## src/rtl/serial_display_driver_if.sv

```systemverilog
// serial_display_driver_if
//   Request/status and three-wire serial bundle for serial_display_driver.
//   master : frame source (drives i_en/i_start/i_digits, observes status and serial lines)
//   slave  : the driver itself
//   Signals:
//     i_en            block enable
//     i_start         frame request
//     i_digits        NUM_DIGITS*8 lane data, lane d at [8d+7:8d]
//     o_busy          frame in progress
//     o_done          one-cycle pulse at frame end
//     o_serial_data   shift data
//     o_serial_clk    shift clock
//     o_serial_latch  storage-register latch
interface serial_display_driver_if #(
    parameter int unsigned NUM_DIGITS = 6
);
    logic                    i_en;
    logic                    i_start;
    logic [NUM_DIGITS*8-1:0] i_digits;
    logic                    o_busy;
    logic                    o_done;
    logic                    o_serial_data;
    logic                    o_serial_clk;
    logic                    o_serial_latch;

    modport master (
        output i_en, i_start, i_digits,
        input  o_busy, o_done, o_serial_data, o_serial_clk, o_serial_latch
    );

    modport slave (
        input  i_en, i_start, i_digits,
        output o_busy, o_done, o_serial_data, o_serial_clk, o_serial_latch
    );
endinterface

```

## src/rtl/serial_display_driver.sv

```systemverilog
// serial_display_driver
//   Serialises NUM_DIGITS 8-bit lanes onto a chain of 74HC595-style shift
//   registers. Lane NUM_DIGITS-1 goes out first so lane 0 ends nearest the
//   driver; bit order within a lane follows MSB_FIRST. Each bit period is
//   2*DIV i_clk cycles (serial_clk low half then high half), followed by a
//   2*DIV cycle latch pulse and a one-cycle done state. One request arriving
//   while busy is remembered and started from DONE.
//   Ports:
//     i_clk      system clock
//     i_reset_n  asynchronous active-low reset
//     bus        serial_display_driver_if.slave (enable/start/digits in,
//                busy/done/serial data/clk/latch out)
//   Build option:
//     DIGIT_DECODE_EN  when defined, each lane is hex-to-7-segment decoded
//                      (bit 7 passed through as dp) before shifting.
module serial_display_driver #(
    parameter int unsigned SYS_CLK_HZ   = 5_000_000,
    parameter int unsigned SHIFT_CLK_HZ = 1_000_000,
    parameter int unsigned NUM_DIGITS   = 6,
    parameter bit          MSB_FIRST    = 1'b1
) (
    input  logic                   i_clk,
    input  logic                   i_reset_n,
    serial_display_driver_if.slave bus
);

    localparam int unsigned DIV_RAW = SYS_CLK_HZ / (2 * SHIFT_CLK_HZ);
    localparam int unsigned DIV     = (DIV_RAW < 1) ? 1 : DIV_RAW;
    localparam int unsigned PERIOD  = 2 * DIV;
    localparam int unsigned W       = NUM_DIGITS * 8;
    localparam int unsigned DCW     = (PERIOD > 1) ? $clog2(PERIOD) : 1;
    localparam int unsigned BCW     = $clog2(W);

    typedef enum logic [1:0] {
        IDLE,
        SHIFT,
        LATCH,
        DONE
    } state_t;

    state_t           state;
    state_t           state_next;
    logic [W-1:0]     frame;
    logic [W-1:0]     frame_load;
    logic [DCW-1:0]   div_cnt;
    logic [BCW-1:0]   bit_cnt;
    logic             pending;
    logic             start_frame;
    logic             period_end;
    logic             last_bit;

    function automatic logic [7:0] lane_map(input logic [7:0] raw);
`ifdef DIGIT_DECODE_EN
        logic [6:0] seg;
        case (raw[3:0])
            4'h0: seg = 7'h3F;
            4'h1: seg = 7'h06;
            4'h2: seg = 7'h5B;
            4'h3: seg = 7'h4F;
            4'h4: seg = 7'h66;
            4'h5: seg = 7'h6D;
            4'h6: seg = 7'h7D;
            4'h7: seg = 7'h07;
            4'h8: seg = 7'h7F;
            4'h9: seg = 7'h6F;
            4'hA: seg = 7'h77;
            4'hB: seg = 7'h7C;
            4'hC: seg = 7'h39;
            4'hD: seg = 7'h5E;
            4'hE: seg = 7'h79;
            4'hF: seg = 7'h71;
        endcase
        return {raw[7], seg};
`else
        return raw;
`endif
    endfunction

    // Frame register is laid out in transmit order: frame[W-1] is the next
    // bit on the wire, so shifting left walks lanes from NUM_DIGITS-1 down.
    always_comb begin
        logic [7:0] lane;
        frame_load = '0;
        lane       = '0;
        for (int unsigned d = 0; d < NUM_DIGITS; d++) begin
            lane = lane_map(bus.i_digits[8*d +: 8]);
            for (int unsigned b = 0; b < 8; b++) begin
                frame_load[8*d + b] = MSB_FIRST ? lane[b] : lane[7-b];
            end
        end
    end

    assign period_end = (div_cnt == DCW'(PERIOD - 1));
    assign last_bit   = (bit_cnt == BCW'(W - 1));

    always_ff @(posedge i_clk or negedge i_reset_n) begin
        if (!i_reset_n) begin
            state <= IDLE;
        end else begin
            state <= state_next;
        end
    end

    always_comb begin
        state_next         = state;
        start_frame        = 1'b0;
        bus.o_busy         = 1'b0;
        bus.o_done         = 1'b0;
        bus.o_serial_data  = 1'b0;
        bus.o_serial_clk   = 1'b0;
        bus.o_serial_latch = 1'b0;
        case (state)
            IDLE: begin
                // A request held over from a frame that ended while disabled
                // starts as soon as the block is enabled again.
                if (bus.i_en && (bus.i_start || pending)) begin
                    start_frame = 1'b1;
                    state_next  = SHIFT;
                end
            end
            SHIFT: begin
                bus.o_busy        = 1'b1;
                bus.o_serial_data = frame[W-1];
                bus.o_serial_clk  = (div_cnt >= DCW'(DIV));
                if (period_end && last_bit) begin
                    state_next = LATCH;
                end
            end
            LATCH: begin
                bus.o_busy         = 1'b1;
                bus.o_serial_latch = 1'b1;
                if (period_end) begin
                    state_next = DONE;
                end
            end
            DONE: begin
                bus.o_busy = 1'b1;
                bus.o_done = 1'b1;
                if (bus.i_en && pending) begin
                    start_frame = 1'b1;
                    state_next  = SHIFT;
                end else begin
                    state_next = IDLE;
                end
            end
            default: state_next = IDLE;
        endcase
    end

    always_ff @(posedge i_clk or negedge i_reset_n) begin
        if (!i_reset_n) begin
            frame   <= '0;
            div_cnt <= '0;
            bit_cnt <= '0;
        end else if (start_frame) begin
            frame   <= frame_load;
            div_cnt <= '0;
            bit_cnt <= '0;
        end else if (state == SHIFT) begin
            if (period_end) begin
                div_cnt <= '0;
                frame   <= {frame[W-2:0], 1'b0};
                bit_cnt <= bit_cnt + 1'b1;
            end else begin
                div_cnt <= div_cnt + 1'b1;
            end
        end else if (state == LATCH) begin
            div_cnt <= period_end ? '0 : div_cnt + 1'b1;
        end else begin
            div_cnt <= '0;
        end
    end

    // One-deep request buffer: any number of starts while busy collapse
    // into one; it is consumed only when a frame actually starts.
    always_ff @(posedge i_clk or negedge i_reset_n) begin
        if (!i_reset_n) begin
            pending <= 1'b0;
        end else if (start_frame) begin
            pending <= 1'b0;
        end else if (bus.i_en && bus.i_start && state != IDLE) begin
            pending <= 1'b1;
        end
    end

endmodule
```

## src/flat_wrapper.sv

```systemverilog
// flat-port wrapper written by rule: the top's interface ports become plain ports
module serial_display_driver_flat 
#(
    parameter int unsigned SYS_CLK_HZ   = 5_000_000,
    parameter int unsigned SHIFT_CLK_HZ = 1_000_000,
    parameter int unsigned NUM_DIGITS   = 6,
    parameter bit          MSB_FIRST    = 1'b1
)
  (i_clk, i_reset_n, bus_i_en, bus_i_start, bus_i_digits, bus_o_busy, bus_o_done, bus_o_serial_data, bus_o_serial_clk, bus_o_serial_latch);
  serial_display_driver_if #(.NUM_DIGITS(NUM_DIGITS)) bus_i ();
  input  logic i_clk;
  input  logic i_reset_n;
  input wire logic [$bits(bus_i.i_en)-1:0] bus_i_en;
  input wire logic [$bits(bus_i.i_start)-1:0] bus_i_start;
  input wire logic [$bits(bus_i.i_digits)-1:0] bus_i_digits;
  output wire logic [$bits(bus_i.o_busy)-1:0] bus_o_busy;
  output wire logic [$bits(bus_i.o_done)-1:0] bus_o_done;
  output wire logic [$bits(bus_i.o_serial_data)-1:0] bus_o_serial_data;
  output wire logic [$bits(bus_i.o_serial_clk)-1:0] bus_o_serial_clk;
  output wire logic [$bits(bus_i.o_serial_latch)-1:0] bus_o_serial_latch;
  assign bus_i.i_en = bus_i_en;
  assign bus_i.i_start = bus_i_start;
  assign bus_i.i_digits = bus_i_digits;
  assign bus_o_busy = bus_i.o_busy;
  assign bus_o_done = bus_i.o_done;
  assign bus_o_serial_data = bus_i.o_serial_data;
  assign bus_o_serial_clk = bus_i.o_serial_clk;
  assign bus_o_serial_latch = bus_i.o_serial_latch;
  serial_display_driver #(.SYS_CLK_HZ(SYS_CLK_HZ), .SHIFT_CLK_HZ(SHIFT_CLK_HZ), .NUM_DIGITS(NUM_DIGITS), .MSB_FIRST(MSB_FIRST)) u_core (.i_clk(i_clk), .i_reset_n(i_reset_n), .bus(bus_i));
endmodule
```

## config.mk

```make
export PLATFORM = sky130hd
export DESIGN_NAME = serial_display_driver_flat
export DESIGN_NICKNAME = d
export VERILOG_FILES = /design/src/rtl/serial_display_driver_if.sv /design/src/rtl/serial_display_driver.sv /design/src/flat_wrapper.sv
export SDC_FILE = /design/constraint.sdc
export NUM_CORES = 1
export LEC_CHECK = 0
export BUFFER_PORTS_ARGS = -buffer_cell sky130_fd_sc_hd__buf_2
export CORE_MARGIN = 2
export CORE_UTILIZATION = 55
export CTS_CLUSTER_DIAMETER = 120
export DETAILED_ROUTE_END_ITERATION = 7
export PLACE_DENSITY = 0.79
export SYNTH_ARGS = -nofsm -noshare
export SYNTH_HDL_FRONTEND = slang
export SYNTH_SLANG_ARGS = --single-unit
```

## constraint.sdc

```tcl
create_clock -name i_clk -period 1.9 [get_ports i_clk]
set_input_delay 0.38 -clock i_clk [delete_from_list [all_inputs] [get_ports i_clk]]
set_output_delay 0.38 -clock i_clk [all_outputs]
set_load 0.01 [all_outputs]
```

==> results.sh, run 1 <==
export IMPL_final_common_cell="dfrtp_1"
export IMPL_synthesis_nets=334
export IMPL_design_area_sq_um=3370
export IMPL_worst_endpoint_arrival_ps=1400
export IMPL_syn_inst=274
export IMPL_synth_area_per_cell_sq_um=10.5
export IMPL_final_min_clock_period_ps=1780
export IMPL_post_route_period_util=0.935
export IMPL_grt_antenna_before_repair=0
export IMPL_nNetsFinal=391
export IMPL_drive_above_1_share=0.235
export IMPL_max_freq_mhz=563
export IMPL_gp_congestion=0.755
export IMPL_cts_root_buffer="clkbuf_8"
export IMPL_dieHeight_um=76.3
export IMPL_final_cell_mix="59 x dfrtp_1, 58 x nand2_1, 56 x buf_2"
export IMPL_p_total_mw=4.79
export IMPL_pwr_share_clk=0.196
export IMPL_finalSetupTns_ps=0
export IMPL_vias=2090
export IMPL_routed_wl_um=5130
export IMPL_crit_slowest_cell="dfrtp_1"
export IMPL_grt_pass1_vias=2094
export IMPL_dieWidth_um=76.3
export IMPL_fp_coreArea_sq_um=5070
export IMPL_io_buffers=56
export IMPL_drt_pre_antenna_iters=4
export IMPL_dpl_cell_area_sq_um=3210
export IMPL_critPathKind="flop to primary output"
export IMPL_ir_drop_v=0.000765
export IMPL_via_per_inst=5.20
export IMPL_area_growth_pct=17.3
export IMPL_postRouteAntennaNets=0
export IMPL_rsz0062_at_grt="no"
export IMPL_ctsHoldBuffers=0
export IMPL_worst_slack_ps=124
export IMPL_wl_per_cell_um=12.7
export IMPL_multi_input_area_sq_um=1260
export IMPL_critPathCaptureType="primary output"
export IMPL_synth_seq_cells=59
export IMPL_drc=0
export IMPL_p_int_mw=3.13
export IMPL_critPathLaunchType="flop"
export IMPL_swShare=0.346
export IMPL_htree_levels=3
export IMPL_yosys_area_top_type_share=0.513
export IMPL_crit_family="flip-flops"
export IMPL_ys_warn_count=0
export IMPL_crit_fanout=6
export IMPL_max_slew_margin=0.683
export IMPL_grt_max_degree=63
export IMPL_cp_data_required_time_ps=1520
export IMPL_grt_usage=0.193
export IMPL_power_density_nw_per_um2=1420
export IMPL_crit_chain="inv_1, ha_2, and2_1, buf_2"
export IMPL_path_clk_slew_ps=60
export IMPL_clk_latency_ps=330
export IMPL_drt_iter0_markers=127
export IMPL_crit_buf_inv=2
export IMPL_synth_distinct_cells=30
export IMPL_p_leak_nw=1.50
export IMPL_io_pins=57
export IMPL_dieArea_sq_um=5820
export IMPL_nFillCells=426
export IMPL_grt_pass1_wl_um=8960
export IMPL_yosysSeqAreaShare=0.513
export IMPL_max_cap_violations=0
export IMPL_ys_top_cells_by_area="dfrtp_1 51%, mux2i_1 16%, o21ai_1 8.5%"
export IMPL_start_util=0.567
export IMPL_n_antenna_cell=0
export IMPL_finalMaxSlewViolations=0
export IMPL_place_ws_ps=116
export IMPL_cts_buffer_depth=2
export IMPL_cts_sinks=59
export IMPL_dp_hpwl_um=3570
export IMPL_regArea_sq_um=1480
export IMPL_syn_area_sq_um=2880
export IMPL_hold_viol=0
export IMPL_status="completed"
export IMPL_cts_buffers=9
export IMPL_setup_viol_count_final=0
export IMPL_seqPwrFrac=0.453
export IMPL_cpPeakStageDelay_ps=420
export IMPL_combPwrFrac=0.351
export IMPL_netSwitchingPower_mw=1.66
export IMPL_skew_ps=6.80
export IMPL_rows=26
export IMPL_hold_path_class="primary input to async pin"
export IMPL_overflow=0
export IMPL_yosys_area_top_type="dfrtp_1"
export IMPL_cts_tree="done"
export IMPL_tightest_slew_ps=474
==> layer usage <==
metal | vias up | global-route usage | routed length, um
li1 | 1055 | - | -
met2 | 45 | 0.299 | 2360
met5 | - | 0 | 0
met4 | 0 | 0.0800 | 86
met3 | 10 | 0.0569 | 221
met1 | 980 | 0.255 | 2460
==> power groups by stage <==
stage / combinational (mW) / clock (mW) / sequential, mW
after floorplan: 1.34 / 0 / 2.09
after global placement: 1.62 / 0 / 2.16
after detailed placement: 1.71 / 0 / 2.18
after CTS: 1.71 / 0.962 / 2.17
after global routing: 1.94 / 1.03 / 2.25
final: 1.68 / 0.936 / 2.17
==> worst register-to-register path: cells and delay by family, from the launching register on <==
family	cells	cell delay (ps)
buf+inv	2	380
fa+ha+maj	1	300
simple gates	2	290
flops	1	410
compound gates	2	270
==> per-stage QoR <==
step / hold slack, ps / utilization / instances
global route: 70.8 / 0.664 / 402
floorplan: 84.4 / - / 274
CTS: 47.2 / 0.664 / 402
detailed placement: 404 / 0.633 / 390
global placement: 404 / 0.633 / 390
finish: 48.1 / 0.664 / 402
==> Yosys cell counts, drive strengths merged <==
| library cell | count |
|---|---|
| dfrtp | 59 |
| nand2 | 58 |
| o21ai | 50 |
| mux2i | 47 |
| buf | 13 |
| ha | 8 |
| nor2 | 7 |
| inv | 5 |
| xor2 | 4 |
| a21oi | 3 |
| clkbuf | 3 |
| and2 | 2 |
| nand4 | 2 |
| a31oi | 1 |
| and3 | 1 |
| mux2 | 1 |
| nand2b | 1 |
| nand3 | 1 |
| nor3 | 1 |
| nor4 | 1 |
| o2111ai | 1 |
| o211ai | 1 |
| o21a | 1 |
| o2bb2ai | 1 |
| o31ai | 1 |
| xnor2 | 1 |
==> layout make-up <==
type,instances,area share
Clock buffer,12,0.0460
Inverter,5,0.00557
Multi-Input combinational cell,194,0.373
Sequential cell,59,0.438
Tap cell,70,0.0260
Timing Repair Buffer,62,0.111
==> what timing repair did <==
| action | 4_1_cts | 5_1_grt |
|---|---|---|
| setup endpoints to repair | 0 | 15 |
| resized for setup | 0 | 1 |
| buffers inserted | 0 | 0 |
==> path summary, 6_finish.rpt <==
check / cells past startpoint / end / start / slack, ps
setup / recovery: 4 / bus_o_serial_data / u_core.state[1] / 120
hold / removal: 2 / u_core.frame[28] / i_reset_n / 50
setup reg to reg: 7 / u_core.frame[0] / u_core.state[1] / 180
hold reg to reg: 1 / u_core.div_cnt[0] / u_core.div_cnt[0] / 480
max in group asynchronous: 2 / u_core.frame[42] / i_reset_n / 1600
min in group i_clk: 3 / u_core.frame[9] / bus_i_digits[9] / 260
==> registers in the layout (all words and copies together), names as in the netlist <==
register and flops:
u_core.bit_cnt 6, u_core.div_cnt 2, u_core.frame 48, u_core.pending 1
u_core.state 2
==> logic make-up after synthesis <==
kind of cell / count (synthesis) / synth area share
multiplexers: 48 / 0.169
flip-flops: 59 / 0.513
AO/OA/AOI/OAI: 59 / 0.114
adder cells (fa/ha/maj): 8 / 0.0348
buffers and inverters: 21 / 0.0500
XOR/XNOR: 5 / 0.0152
AND/OR/NAND/NOR: 74 / 0.104
Power figures use the tool's default switching activity.
==> run 2, diff against run 1 <==
- REMOVE_ABC_BUFFERS: not set -> 1
==> results.sh, run 2 (synthesis results as in run 1) <==
export IMPL_max_slew_margin=0.679
export IMPL_startpoint="u_core.state[1]"
export IMPL_dieWidth_um=76.3
export IMPL_setup_viol_count_final=0
export IMPL_crit_chain="inv_1, ha_2, o21a_1, buf_2"
export IMPL_grt_pass1_wl_um=8850
export IMPL_path_clk_slew_ps=70
export IMPL_max_cap_violations=0
export IMPL_area_growth_pct=20.4
export IMPL_cts_buffer_depth=2
export IMPL_routed_wl_um=5090
export IMPL_grt_pass1_vias=2046
export IMPL_dieArea_sq_um=5820
export IMPL_drc=0
export IMPL_fp_coreArea_sq_um=5070
export IMPL_p_leak_nw=1.54
export IMPL_htree_levels=3
export IMPL_critical_path_reg2reg_startpoint="u_core.state[0]"
export IMPL_final_cell_mix="59 x dfrtp_1, 58 x nand2_1, 56 x buf_2"
export IMPL_hold_path_class="primary input to flop"
export IMPL_cp_data_required_time_ps=1520
export IMPL_largest_reg_flops=48
export IMPL_power_density_nw_per_um2=1470
export IMPL_cts_root_buffer="clkbuf_8"
export IMPL_overflow=0
export IMPL_postRouteAntennaNets=0
export IMPL_r2r_cells=7
export IMPL_drt_pre_antenna_iters=4
export IMPL_finalSetupTns_ps=0
export IMPL_hold_viol=0
export IMPL_grt_max_degree=59
export IMPL_cts_tree="done"
export IMPL_max_freq_mhz=553
export IMPL_crit_slowest_cell="dfrtp_1"
export IMPL_critPathKind="flop to primary output"
export IMPL_gp_congestion=0.792
export IMPL_min_delay_path_depth=3
export IMPL_finalMaxSlewViolations=0
export IMPL_final_common_cell="dfrtp_1"
export IMPL_drive_above_1_share=0.246
export IMPL_cts_buffers=9
export IMPL_grt_antenna_before_repair=0
export IMPL_via_per_inst=5.13
export IMPL_status="completed"
export IMPL_grt_usage=0.190
export IMPL_tightest_slew_ps=481
export IMPL_rsz0062_at_grt="no"
export IMPL_final_min_clock_period_ps=1810
export IMPL_worst_endpoint_arrival_ps=1430
export IMPL_post_route_period_util=0.951
export IMPL_ir_drop_v=0.000756
export IMPL_crit_fanout=6
export IMPL_hold_path_startpoint="bus_i_digits[30]"
export IMPL_io_pins=57
export IMPL_crit_buf_inv=2
export IMPL_top_regs="u_core.frame x48, u_core.bit_cnt x6"
export IMPL_cpPeakStageDelay_ps=430
export IMPL_critPathCaptureType="primary output"
export IMPL_io_buffers=56
export IMPL_rows=26
export IMPL_n_antenna_cell=0
export IMPL_skew_ps=7.13
export IMPL_hold_path_end="u_core.frame[30]"
export IMPL_hold_ws_ps=247
export IMPL_crit_family="flip-flops"
export IMPL_critPathLaunchType="flop"
export IMPL_cts_sinks=59
export IMPL_drt_iter0_markers=110
export IMPL_cts_setup_buffers=0
export IMPL_nNetsFinal=393
export IMPL_start_util=0.567
export IMPL_dieHeight_um=76.3
export IMPL_vias=2086
export IMPL_dp_hpwl_um=3560
export IMPL_clk_latency_ps=330
export IMPL_wl_per_cell_um=12.5
export IMPL_reg2reg_slack_ps=160
export IMPL_r2r_end="u_core.frame[7]"
export IMPL_max_flop_register="u_core.frame"
-- run 2: cell types whose count changed in the layout (fill, tap and decap cells not counted) --
cell / before / now
clkinvlp_4: 0 / 1
dlygate4sd3_1: 0 / 1
bufinv_16: 0 / 2
clkinv_2: 0 / 2
clkbuf_8: 11 / 10
buf_12: 4 / 5
clkbuf_1: 1 / 0
-- run 2: worst max path at each step --
stage / slack [ps] / depth (start not counted) / end
after floorplan: -980 / 6 / u_core.bit_cnt[4]
after global placement: 230 / 7 / u_core.frame[12]
final: 90 / 4 / bus_o_serial_clk
after CTS: 60 / 4 / bus_o_serial_clk
after detailed placement: 180 / 7 / u_core.frame[13]
after global routing: 20 / 4 / bus_o_serial_clk
-- run 2: cell type report --
type	count	area [sq um]
multi-input cells	194	1260
clock inverters	5	77.6
clock buffers	10	138
flip-flops and latches	59	1480
inverters	5	18.8
repair buffers	64	405
well taps	70	87.6
fillers	416	1610
-- run 2: report_power, final --
group          switching [mW]  internal [mW]  leakage (nW)  total, mW
logic                   0.917          0.777         0.696       1.69
registers               0.323           1.84         0.734       2.16
clock network           0.469          0.761         0.108       1.23
-- run 2: repair_timing --
item / 4_1_cts / 5_1_grt
hold buffers: 1 / 0
endpoints found under the hold margin: 16 / 0
setup endpoints to repair: 0 / 2
resized for setup: 0 / 1
-- run 2: metal layers --
| metal | GRT usage | vias to the layer above | share of wire |
|---|---|---|---|
| met1 | 0.252 | 967 | 0.46 |
| li1 | - | 1061 | - |
| met4 | 0.0545 | 0 | 0.011 |
| met3 | 0.0569 | 5 | 0.047 |
| met5 | 0 | - | 0 |
| met2 | 0.305 | 53 | 0.48 |
-- run 2: per-stage QoR --
stage	worst slack, ps	area [sq um]	utilization	total power [mW]	instances
floorplan	-982	2750	-	3.35	258
global placement	234	3230	0.637	3.78	391
detailed placement	179	3230	0.637	3.89	391
CTS	57.9	3460	0.682	5.14	407
global route	16.5	3460	0.682	5.50	407
finish	92.8	3460	0.682	5.09	407
-- run 2: tightest hold or removal path: stages --
cell     delay, ps
buf_2           70
nand2_1         30
o21ai_1         50
==> run 3, diff against run 2 <==
- SETUP_SLACK_MARGIN: not set -> 0.2
==> results.sh, run 3 (synthesis results as in run 1) <==
export IMPL_clk_latency_ps=330
export IMPL_ir_drop_v=0.000879
export IMPL_rsz0062_at_grt="yes"
export IMPL_dieWidth_um=76.3
export IMPL_dp_hpwl_um=3560
export IMPL_nNetsFinal=404
export IMPL_grt_pass1_wl_um=9600
export IMPL_r2r_cells=6
export IMPL_fp_coreArea_sq_um=5070
export IMPL_wl_per_cell_um=14.2
export IMPL_max_cap_violations=0
export IMPL_gp_congestion=0.792
export IMPL_via_per_inst=5.22
export IMPL_place_ws_ps=179
export IMPL_grt_util_met1=0.278
export IMPL_power_density_nw_per_um2=1530
export IMPL_setup_viol_count_final=0
export IMPL_cp_data_required_time_ps=1520
export IMPL_htree_levels=3
export IMPL_grt_antenna_before_repair=0
export IMPL_worst_endpoint_arrival_ps=1330
export IMPL_path_depth=4
export IMPL_routed_wl_um=5950
export IMPL_critPathLaunchType="flop"
export IMPL_cts_root_buffer="clkbuf_8"
export IMPL_area_growth_pct=26.9
export IMPL_cts_buffer_depth=2
export IMPL_drt_iter0_markers=107
export IMPL_status="completed"
export IMPL_hold_ws_ps=249
export IMPL_min_delay_path_depth=3
export IMPL_critical_path_reg2reg_startpoint="u_core.state[0]"
export IMPL_p_total_mw=5.57
export IMPL_path_clk_slew_ps=60
export IMPL_final_min_clock_period_ps=1710
export IMPL_grt_usage=0.209
export IMPL_n_antenna_cell=0
export IMPL_max_slew_margin=0.676
export IMPL_setup_worst_path_end="bus_o_serial_data"
export IMPL_crit_buf_inv=2
export IMPL_fin_util=0.719
export IMPL_critPathKind="flop to primary output"
export IMPL_post_route_period_util=0.898
export IMPL_worst_slack_ps=193
export IMPL_critPathCaptureType="primary output"
export IMPL_hold_path_class="primary input to flop"
export IMPL_dpl_cell_area_sq_um=3230
export IMPL_dieHeight_um=76.3
export IMPL_largest_reg_flops=48
export IMPL_place_inst=391
export IMPL_dieArea_sq_um=5820
export IMPL_fin_cells=418
export IMPL_cts_tree="done"
export IMPL_final_cell_mix="58 x nand2_1, 58 x dfrtp_1, 56 x buf_2"
export IMPL_cpPeakStageDelay_ps=430
export IMPL_crit_family="flip-flops"
export IMPL_tightest_slew_ps=485
export IMPL_crit_chain="buf_6, ha_4, and2_1, buf_2"
export IMPL_max_flop_register="u_core.frame"
export IMPL_p_leak_nw=1.62
export IMPL_finalMaxSlewViolations=0
export IMPL_finalSetupTns_ps=0
export IMPL_io_pins=57
export IMPL_io_buffers=56
export IMPL_skew_ps=5.88
export IMPL_cts_buffers=9
export IMPL_start_util=0.567
export IMPL_vias=2183
export IMPL_cts_sinks=59
export IMPL_crit_slowest_cell="dfrtp_2"
export IMPL_top_usage_layer="met2"
export IMPL_postRouteAntennaNets=0
export IMPL_design_area_sq_um=3650
export IMPL_startpoint="u_core.state[0]"
export IMPL_max_freq_mhz=586
export IMPL_hold_viol=0
export IMPL_drt_pre_antenna_iters=4
export IMPL_crit_fanout=5
export IMPL_drc=0
export IMPL_grt_max_degree=48
export IMPL_top_regs="u_core.frame x48, u_core.bit_cnt x6"
export IMPL_drive_above_1_share=0.287
export IMPL_grt_pass1_vias=2140
export IMPL_grt_util_met2=0.342
export IMPL_use_met3=0.0569
export IMPL_overflow=0
export IMPL_rows=26
export IMPL_r2r_end="u_core.state[1]"
export IMPL_reg2reg_slack_ps=240
-- run 3: cell count changes in the layout (fill, tap and decap cells not counted), sizes merged --
cell	before	now
clkbuf	10	11
buf	63	73
-- run 3: timing repair --
| action | CTS | global route |
|---|---|---|
| gates cloned | 2 | 1 |
| endpoints found under the hold margin | 16 | 0 |
| pin swaps | 0 | 0 |
| gates resized for setup | 8 | 5 |
| buffers inserted | 5 | 3 |
| hold buffers | 1 | 0 |
| setup endpoints to repair | 30 | 37 |
-- run 3: cell type report --
cell class              instances  area (sq um)
repair buffers                 75           557
inverters                       5          18.8
clock inverters                 5          77.6
fillers                       395          1430
clock buffers                  10           138
flip-flops and latches         59          1480
multi-input cells             194          1290
well taps                      70          87.6
-- run 3: how the worst min path moves through the flow --
stage | from | end
floorplan | i_reset_n | u_core.bit_cnt[0]
global route | bus_i_digits[2] | u_core.frame[2]
global placement | i_reset_n | u_core.frame[41]
CTS | bus_i_digits[30] | u_core.frame[30]
finish | bus_i_digits[30] | u_core.frame[30]
detailed placement | i_reset_n | u_core.frame[42]
-- run 3: power breakdown --
part | leakage (nW) | internal, mW | switching (mW)
combinational | 0.781 | 1.07 | 1.09
clock | 0.108 | 0.761 | 0.466
sequential | 0.733 | 1.84 | 0.335
-- run 3: worst reg2reg max path: cells and delay by family (launching register included) --
family	cells	cell delay (ps)
DFF	1	430
adders and majority gates	1	170
and+or+nand+nor	1	200
buffers and inverters	2	270
AOI/OAI and AO/OA	1	160
muxes	1	320
-- run 3: layer usage --
layer / share of wire / wire length (um) / up-vias
met5: 0 / 0 / -
met4: 0.0064 / 38 / 0
met3: 0.041 / 241 / 4
met2: 0.49 / 2900 / 47
met1: 0.46 / 2760 / 1052
li1: - / - / 1080
